--- src/rtl/ball_engine.sv ---
// Ball engine for the 10-LED ping-pong field: serves a one-hot ball, steps it at a
// speed-dependent rate, flags a miss past either end with the rally winner, blanks
// the field for a fixed time and then re-serves.
module ball_engine #(
    parameter int UNIT      = 12500000,
    parameter int OUT_TICKS = 50000000
) (
    input  logic       clk,
    input  logic       rst,
    input  logic [1:0] speed,
    input  logic       direction,
    input  logic       halt,
    input  logic       rstball,
    input  logic       ball,
    output logic [9:0] position,
    output logic       outside,
    output logic       winner
);

    typedef enum logic [1:0] {
        SERVE = 2'd0,
        MOVE  = 2'd1,
        OUT   = 2'd2
    } state_t;

    // Last counter value of each step interval, (4-speed)*UNIT-1, and of the blank time.
    localparam logic [27:0] LAST_S0  = 28'(4 * UNIT - 1);
    localparam logic [27:0] LAST_S1  = 28'(3 * UNIT - 1);
    localparam logic [27:0] LAST_S2  = 28'(2 * UNIT - 1);
    localparam logic [27:0] LAST_S3  = 28'(1 * UNIT - 1);
    localparam logic [27:0] OUT_LAST = 28'(OUT_TICKS - 1);

    state_t      state_r, state_s;
    logic [27:0] cnt_r, cnt_s;
    logic [9:0]  pos_r, pos_s;
    logic        outside_r, outside_s;
    logic        winner_r, winner_s;
    logic        dir_r;
    logic [9:0]  serve_pos_s;
    logic [27:0] last_s;

    assign position = pos_r;
    assign outside  = outside_r;
    assign winner   = winner_r;

    // Serve LED and the step-interval terminal count for the current inputs.
    always_comb begin
        serve_pos_s = ball ? 10'h001 : 10'h200;
        case (speed)
            2'd0:    last_s = LAST_S0;
            2'd1:    last_s = LAST_S1;
            2'd2:    last_s = LAST_S2;
            2'd3:    last_s = LAST_S3;
            default: last_s = LAST_S0;
        endcase
    end

    // Next-state and next-output logic for the SERVE/MOVE/OUT sequence.
    always_comb begin
        state_s   = state_r;
        cnt_s     = cnt_r;
        pos_s     = pos_r;
        outside_s = 1'b0;
        winner_s  = winner_r;
        if (rstball) begin
            state_s = SERVE;
            cnt_s   = 28'd0;
            pos_s   = serve_pos_s;
        end else begin
            case (state_r)
                SERVE: begin
                    pos_s = serve_pos_s;
                    cnt_s = 28'd0;
                    if (!halt) begin
                        state_s = MOVE;
                    end else begin
                        state_s = SERVE;
                    end
                end
                MOVE: begin
                    if (direction != dir_r) begin
                        // A return hit restarts the interval so it gets full time.
                        cnt_s = 28'd0;
                    end else if (halt) begin
                        cnt_s = cnt_r;
                    end else if (cnt_r >= last_s) begin
                        // >= rather than == so a speed-up mid-interval steps at once
                        // instead of letting the counter run the full 28-bit range.
                        cnt_s = 28'd0;
                        if (!direction) begin
                            if (pos_r[9]) begin
                                pos_s     = 10'h000;
                                outside_s = 1'b1;
                                winner_s  = 1'b1;
                                state_s   = OUT;
                            end else begin
                                pos_s = pos_r << 1;
                            end
                        end else begin
                            if (pos_r[0]) begin
                                pos_s     = 10'h000;
                                outside_s = 1'b1;
                                winner_s  = 1'b0;
                                state_s   = OUT;
                            end else begin
                                pos_s = pos_r >> 1;
                            end
                        end
                    end else begin
                        cnt_s = cnt_r + 28'd1;
                    end
                end
                OUT: begin
                    if (cnt_r >= OUT_LAST) begin
                        // Load the serve LED on the way out so the blank lasts exactly OUT_TICKS.
                        cnt_s   = 28'd0;
                        state_s = SERVE;
                        pos_s   = serve_pos_s;
                    end else begin
                        cnt_s = cnt_r + 28'd1;
                        pos_s = 10'h000;
                    end
                end
                default: begin
                    state_s = SERVE;
                    cnt_s   = 28'd0;
                    pos_s   = serve_pos_s;
                end
            endcase
        end
    end

    // State, counter, outputs and last-seen direction registers.
    always_ff @(posedge clk) begin
        if (rst) begin
            state_r   <= SERVE;
            cnt_r     <= 28'd0;
            pos_r     <= 10'h001;
            outside_r <= 1'b0;
            winner_r  <= 1'b0;
            dir_r     <= 1'b0;
        end else begin
            state_r   <= state_s;
            cnt_r     <= cnt_s;
            pos_r     <= pos_s;
            outside_r <= outside_s;
            winner_r  <= winner_s;
            dir_r     <= direction;
        end
    end

endmodule
--- config.mk ---
export PLATFORM = sky130hd
export DESIGN_NAME = ball_engine
export DESIGN_NICKNAME = d
export VERILOG_FILES = /design/src/rtl/ball_engine.sv
export SDC_FILE = /design/constraint.sdc
export NUM_CORES = 1
export LEC_CHECK = 0
export ABC_AREA = 1
export CAP_MARGIN = 20
export CORE_ASPECT_RATIO = 0.8
export CORE_MARGIN = 2
export CORE_UTILIZATION = 54
export DETAILED_ROUTE_END_ITERATION = 10
export PLACE_DENSITY = 0.85
export SLEW_MARGIN = 40
export SYNTH_ARGS = -nofsm -noshare
export SYNTH_HDL_FRONTEND = slang
export SYNTH_SLANG_ARGS = --single-unit
--- constraint.sdc ---
create_clock -name clk -period 2.6 [get_ports clk]
set_clock_uncertainty 0.2 [all_clocks]
set_input_delay 0.78 -clock clk [delete_from_list [all_inputs] [get_ports clk]]
set_output_delay 0.78 -clock clk [all_outputs]
set_load 0.02 [all_outputs]
Word-level counts from Yosys, hierarchy flattened
Index checks and enable logic that the tools add are counted.
Storage, ports and cells
  word-level logic and storage cells: 70
  output and inout bits: 12
  bits of input ports: 8
  register bits: 43
Operators by class
  multiplexer cells: 31
  eq/ne operators: 17
  add/sub/neg operators: 1
  bitwise logic cells: 5
  reductions and logical operators: 8
  $lt $le $gt $ge: 2
Operators with widths (count)
  $mux W28: 4
  $pmux W28 S4: 1
  $mux W10: 8
  $pmux W28 S2: 1
  $add A28 B1 Y28 const B: 1
  $ge A28 B26 Y1 const B: 1
  $ge A28 B28 Y1: 1
  $pmux W10 S2: 1
  $ne A3 B3 Y1 const B: 6
  $mux W2: 7
  $mux W9: 1
  $ne A2 B2 Y1 const B: 4
  $mux W1: 7
  $reduce_and A7 Y1: 1
  $eq A2 B2 Y1 const B: 3
  $pmux W2 S3: 1
  $reduce_and A6 Y1: 1
  $reduce_or A6 Y1: 1
  $not A1 Y1: 5
  $eq A2 B1 Y1 const B: 2
  $logic_not A2 Y1: 2
  $reduce_and A3 Y1: 1
  $ne A2 B1 Y1 const B: 1
  $reduce_bool A2 Y1: 1
  2 further kinds: 2

Longest topological paths before layout
Gate-level depths: netlist (run 1).
  word-level depth: 8
  depth in mapped cells: 20
  mapped depth without buffers: 20

Worst setup path after synthesis (run 1)
Ideal clock, no wire load.
  path type: input-to-reg
  start: input port speed[0]
  end: register cnt_r[0]
  required time: 2330 ps
  buffers on the path: 1
  arrival: 2532 ps
  setup time: 70 ps
  stages on the path: 15
  slack: -202 ps
  path through: inv_1 > ha_1 > inv_1 > o21ai_0 > ha_1 > nand2_1 > nor2_1 > a211oi_1 > nand2_1 > nand2_1 > nand2_4 > o21ai_4 > buf_6 > nand2_1 > a21oi_1
On the way
  cells in the longest elaborated chain, start to end: 7
  elaborated cells on any way between the ends: 10
  those cells by class: order compare (1); eq/ne (3); mux (5); reduce/logical (1)
RTL lines
  start: declaration: RTL line 10  | input logic [1:0] speed,
  $eq A2 B2 Y1 (tied with other cells): RTL line 49  | case (speed)
  $pmux W28 S4 (*): RTL line 49
  $ge A28 B28 Y1 (*): RTL line 86  | end else if (cnt_r >= last_s) begin
  $mux W28 (*): RTL line 86
  $mux W28 (*): RTL line 84  | end else if (halt) begin
  $mux W28 (*): RTL line 81  | if (direction != dir_r) begin
  $pmux W28 S2 (*): RTL line 70  | case (state_r)
  end signal: assignment: RTL line 144  | cnt_r <= cnt_s;
  end: declaration: RTL line 34  | logic [27:0] cnt_r, cnt_s;
Every way passes the cells marked *; elsewhere a longest branch is shown, timed or not. The select of a mux whose other input is x is not followed.
A chain may end at the register's enable or synchronous reset.

Final worst setup path (run 1)
  start: input port speed[0]
  end: register cnt_r[7]
Same word-level chain as after synthesis.

==> flow_summary.toml, run 1 <==
[run_status]
run_status = "finished, violations left"
violations = "negative setup slack"

[power]
irDropWorstVdd_mv = 0.3281
p_leak_nw = 1.634
power_density_nw_per_um2 = 392.0

[global_routing]
grt_max_degree = 29
grt_first_pass_wirelength_microns = 14730
grt_pass1_vias = 3144
grt_antenna_before_repair = 0
gr-total-overflow = 0
grt_usage_pct = 29.23

[sta]
min_period_over_period_pct = 109.2
maxSlewViolCount = 0
fmax_ghz = 0.3521
period_minus_slack_ps = 2840
setup_viol = 38
worst_pin_slew_ps = 556.7
relSlewSlack_pct = 62.89
hold_viol_final = 0
fin_ws_ps = -239.9
tns_ps = -3368
rsz0062_at_grt = "true"

[setup_path]
cp-end-kind = "flip-flop"
required_ps = 2630
cp-start-kind = "input pin"
worst-setup-path-type = "input pin to flip-flop"
crit_arrival_ps = 2870
crit_fanout = 7

[die]
ios = 20
start_util_pct = 56.54
die_x_microns = 89.04
dieArea_sq_um = 6414
die_h_microns = 72.04
fp-row-count = 24
core_area_sq_um = 5525

[detailed_routing]
drt_wl_total_microns = 9504
drc = 0
routed-via-count = 3556
drtIter0Drc = 349
wl_met2_microns = 4310
dr_wl_met3_microns = 915
drt_pass1_iterations = 5
ant_nets = 0
wl_met1_microns = 4051
highest_layer = "met4"
wl_per_cell_microns = 14.99
viasPerCell = 5.609

[yosys]
synth.top_cell.area_share_pct = 27.55
synth_area_leaders = "dfxtp_1 (28%), nand2_1 (19%), nor2_1 (11%)"
syn_area_sq_um = 3124
ys_seq_area_share_pct = 27.55
synth_cell_types = 29
synth_nets = 540
avgSynthCellArea_sq_um = 6.055
yosys.area.top_type = "dfxtp_1"
yosysWarnings = 0
netlist_instances = 516
synth-seq-cells = 43

[placed_design]
dpl.cell_count = 617
dpl.hpwl_microns = 5976
io_buffers = 19
gp_congestion = 0.9416

[clock_tree]
clock-root-buffer = "clkbuf_8"
clock_sinks = 43
cts_hold_buf = 0
cts-buffers-inserted = 5
cts_tree = "done"
clkLatencyLatePin_ps = 310
htree_levels = 2
clockBufferDepth = 2
clk_transition_reported_paths_ps = 90

[finish]
final_cells = 634
areaGrowthSynthToFinish_pct = 30.84
layout_commonest_cell = "nand2_1"
drive_gt1_share_pct = 16.19
fin_nets = 579
n_fill_cell = 428
antenna_cells = 0
final_cell_mix = "nand2_1 (141), nor2_1 (84), inv_1 (58)"

[worst_hold_path]
hold_class = "flip-flop to flip-flop"

[run]
drv_cap = 0
[per-stage QoR]
stage          setup WS, ps  hold WS, ps  total power [mW]  util [%]  instance area, sq um
2_1_floorplan        -58.70        219.4            0.8140         -                  3167
3_3_place_gp         -743.4        233.6            0.8899     63.99                  3536
3_5_place_dp         -828.2        241.9            0.8966     63.99                  3536
4_1_cts              -182.5        253.0             1.574     70.88                  3916
5_1_grt              -291.7        277.3             1.650     73.98                  4088
6_report             -239.9        251.3             1.602     73.98                  4088
[metal layers]
metal	track usage [%]	vias up
li1	-	1705
met1	40.66	1622
met2	45.61	201
met3	7.509	28
met4	7.131	0
met5	0	-
[kinds of logic after synthesis]
group / share of synthesized area [%]
and+or+nand+nor: 39.69
buffers and inverters: 10.45
AOI/OAI and AO/OA: 9.732
DFF: 27.55
xor gates and xnor gates: 6.168
adders and majority gates: 6.408
[final timing paths]
path / end / startpoint / cells after the start / slack, ps
max: cnt_r[7] / speed[0] / 17 / -240
min: cnt_r[27] / cnt_r[27] / 2 / 250
max reg2reg: cnt_r[7] / cnt_r[1] / 13 / 10
min reg2reg: cnt_r[27] / cnt_r[27] / 2 / 250
[state kept, by name, summed over array words and instances (netlist names)]
register / flops
cnt_r: 28
dir_r: 1
outside: 1
position: 10
state_r: 2
winner: 1
[Yosys cell counts (all sizes together)]
library cell	n
nand2	160
nor2	90
inv	64
dfxtp	43
a21oi	34
nand3	26
xor2	19
ha	16
nand4	11
nor3	11
o21ai	11
clkbuf	8
buf	6
o22ai	5
xnor2	3
a31oi	2
clkinv	2
a211oi	1
a21boi	1
a32oi	1
nor4	1
or2	1
[power by group]
group          internal (mW)  total, mW  switching (mW)  leakage [nW]
Clock                  0.384      0.637           0.253        0.0654
Sequential             0.666      0.673         0.00700         0.348
Combinational          0.126      0.292           0.166          1.22
Total                   1.18       1.60           0.425          1.63
[what timing repair did]
| item | in CTS | in global routing |
|---|---|---|
| cloned | 3 | 1 |
| setup buffers | 10 | 1 |
| resized for setup | 26 | 58 |
| setup endpoints to repair | 41 | 41 |
| pin swaps | 15 | 28 |
[area by class of cell]
type / count / area, sq um / area share [%]
clock inverters: 2 / 60.06 / 1.469
clock buffers: 6 / 72.57 / 1.775
repair buffers: 45 / 523.0 / 12.79
multi-input cells: 394 / 2196 / 53.72
flip-flops and latches: 43 / 860.8 / 21.06
well taps: 78 / 97.59 / 2.388
inverters: 66 / 277.8 / 6.795
[worst max-delay path: stages]
cell      delay, ps
buf_12          100
inv_12           40
ha_4            170
o21ai_4         130
ha_4            220
nand2_2          70
nor2_1           40
a211oi_1        250
nand2_1         110
nand2_2          90
nand2_4          70
o21ai_4         180
buf_12          130
buf_12          110
buf_16          120
nand2_1          90
a21oi_1         170
Power figures use the tool's default switching activity.
==> run 2: changes to the inputs <==
Settings changed: RECOVER_POWER set to 100.
==> flow_summary.toml, run 2 (synthesized netlist as in run 1, its figures left out) <==
[finish]
antenna_cells = 0
areaGrowthSynthToFinish_pct = 30.60
final_cells = 634
n_fill_cell = 430
fin_nets = 579
drive_gt1_share_pct = 16.01
final_cell_mix = "nand2_1 (141), nor2_1 (84), inv_1 (58)"
layout_commonest_cell = "nand2_1"
largest_reg_flops = 28
largest-register = "cnt_r"
post-route-util_pct = 73.85

[worst_hold_path]
worstHoldPathCells = 2
min_to = "winner"
hp-start = "winner"
hold_class = "flip-flop to flip-flop"

[die]
die_h_microns = 72.04
fp-row-count = 24
core_area_sq_um = 5525
ios = 20
dieArea_sq_um = 6414
die_x_microns = 89.04
start_util_pct = 56.54

[run_status]
violations = "negative setup slack"
run_status = "finished, violations left"

[run]
drv_cap = 0

[global_routing]
grt_max_degree = 29
grt_pass1_vias = 3144
grt_first_pass_wirelength_microns = 14730
gr-total-overflow = 0
grt_usage_pct = 29.23
grt_antenna_before_repair = 0

[detailed_routing]
wl_per_cell_microns = 14.96
drt_wl_total_microns = 9485
ant_nets = 0
routed-via-count = 3577
drc = 0
drtIter0Drc = 356
viasPerCell = 5.642
drt_pass1_iterations = 5

[sta]
maxSlewViolCount = 0
min_period_over_period_pct = 109.0
worst_pin_slew_ps = 614.9
fin_ws_ps = -234.4
whs_ps = 253.5
relSlewSlack_pct = 59.01
period_minus_slack_ps = 2834
fmax_ghz = 0.3528
hold_viol_final = 0
rsz0062_at_grt = "true"
setup_viol = 34

[placed_design]
gp_congestion = 0.9416
io_buffers = 19
dpl.hpwl_microns = 5976
dpl.cell_count = 617

[setup_path]
r2r_cells = 13
crit_arrival_ps = 2870
required_ps = 2630
crit_fanout = 7
worst-setup-path-type = "input pin to flip-flop"
r2r-end = "cnt_r[7]"
startpoint = "speed[0]"
cp-end-kind = "flip-flop"
cp-start-kind = "input pin"
r2r_start = "cnt_r[1]"
reg2reg_slack_ps = -20

[clock_tree]
clkLatencyLatePin_ps = 310
clock_sinks = 43
cts_tree = "done"
htree_levels = 2
clock-root-buffer = "clkbuf_8"
clk_transition_reported_paths_ps = 90
clockBufferDepth = 2
cts-buffers-inserted = 5

[power]
p_leak_nw = 1.668
irDropWorstVdd_mv = 0.3302
power_density_nw_per_um2 = 392.1
run 2: cell count changes in the layout (fill, tap and decap cells not counted):
cell / change
dlygate4sd3_1: +12
nand3_2: -1
clkdlybuf4s50_1: -12
buf_4: -1
nand3_1: +1
clkbuf_2: +1
run 2: per-layer routing:
metal | wire length (microns) | up-vias | track usage, % | share of wire, %
met1 | 4076 | 1649 | 40.66 | 43
met2 | 4288 | 190 | 45.61 | 45
met4 | 249 | 0 | 7.131 | 2.6
met3 | 871 | 31 | 7.509 | 9.2
li1 | - | 1707 | - | -
met5 | 0 | - | 0 | 0
run 2: layout make-up:
cell class	count	area, sq um	share of cell area, %
timing repair buffer	45	520.5	12.76
inverter	66	277.8	6.808
clock buffer	6	72.57	1.779
tap	78	97.59	2.392
clock inverter	2	60.06	1.472
multi-input combinational	394	2191	53.70
sequential	43	860.8	21.10
run 2: worst max path at each step:
stage,end,slack (ps),depth (start not counted)
floorplan,cnt_r[2],-60,15
global placement,cnt_r[2],-740,17
detailed placement,cnt_r[24],-830,16
CTS,cnt_r[22],-180,19
global route,cnt_r[7],-290,17
finish,cnt_r[7],-230,17
run 2: through the flow:
stage               worst slack [ps]  power [mW]  setup TNS [ps]  area, sq um
global placement              -743.4      0.8899          -29250         3536
CTS                           -182.5       1.574           -5895         3916
finish                        -234.4       1.600           -3041         4080
floorplan                     -58.70      0.8140          -787.8         3167
detailed placement            -828.2      0.8966          -31700         3536
global route                  -291.7       1.647           -5411         4080
run 2: where the power goes:
group          switching [mW]  internal [mW]  leakage (nW)  total (mW)
sequential            0.00645          0.666         0.348       0.673
combinational           0.165          0.124          1.26       0.289
clock                   0.254          0.384        0.0654       0.638
total                   0.425           1.17          1.67        1.60
run 2: worst max-delay path, stage by stage:
cell	delay, ps
buf_12	100
inv_12	40
ha_4	170
o21ai_4	130
ha_4	220
nand2_2	70
nor2_1	40
a211oi_1	230
nand2_1	110
nand2_2	90
nand2_4	70
o21ai_4	180
buf_12	130
buf_12	110
buf_16	120
nand2_1	90
a21oi_1	170
run 2: timing repair:
item / in CTS / in global routing
setup endpoints to repair: 41 / 41
hold endpoints to repair: 0 / 0
cloned: 3 / 1
gates resized for setup: 26 / 58
buffers inserted: 10 / 1
pin swaps: 15 / 28
hold buffers: 0 / 0
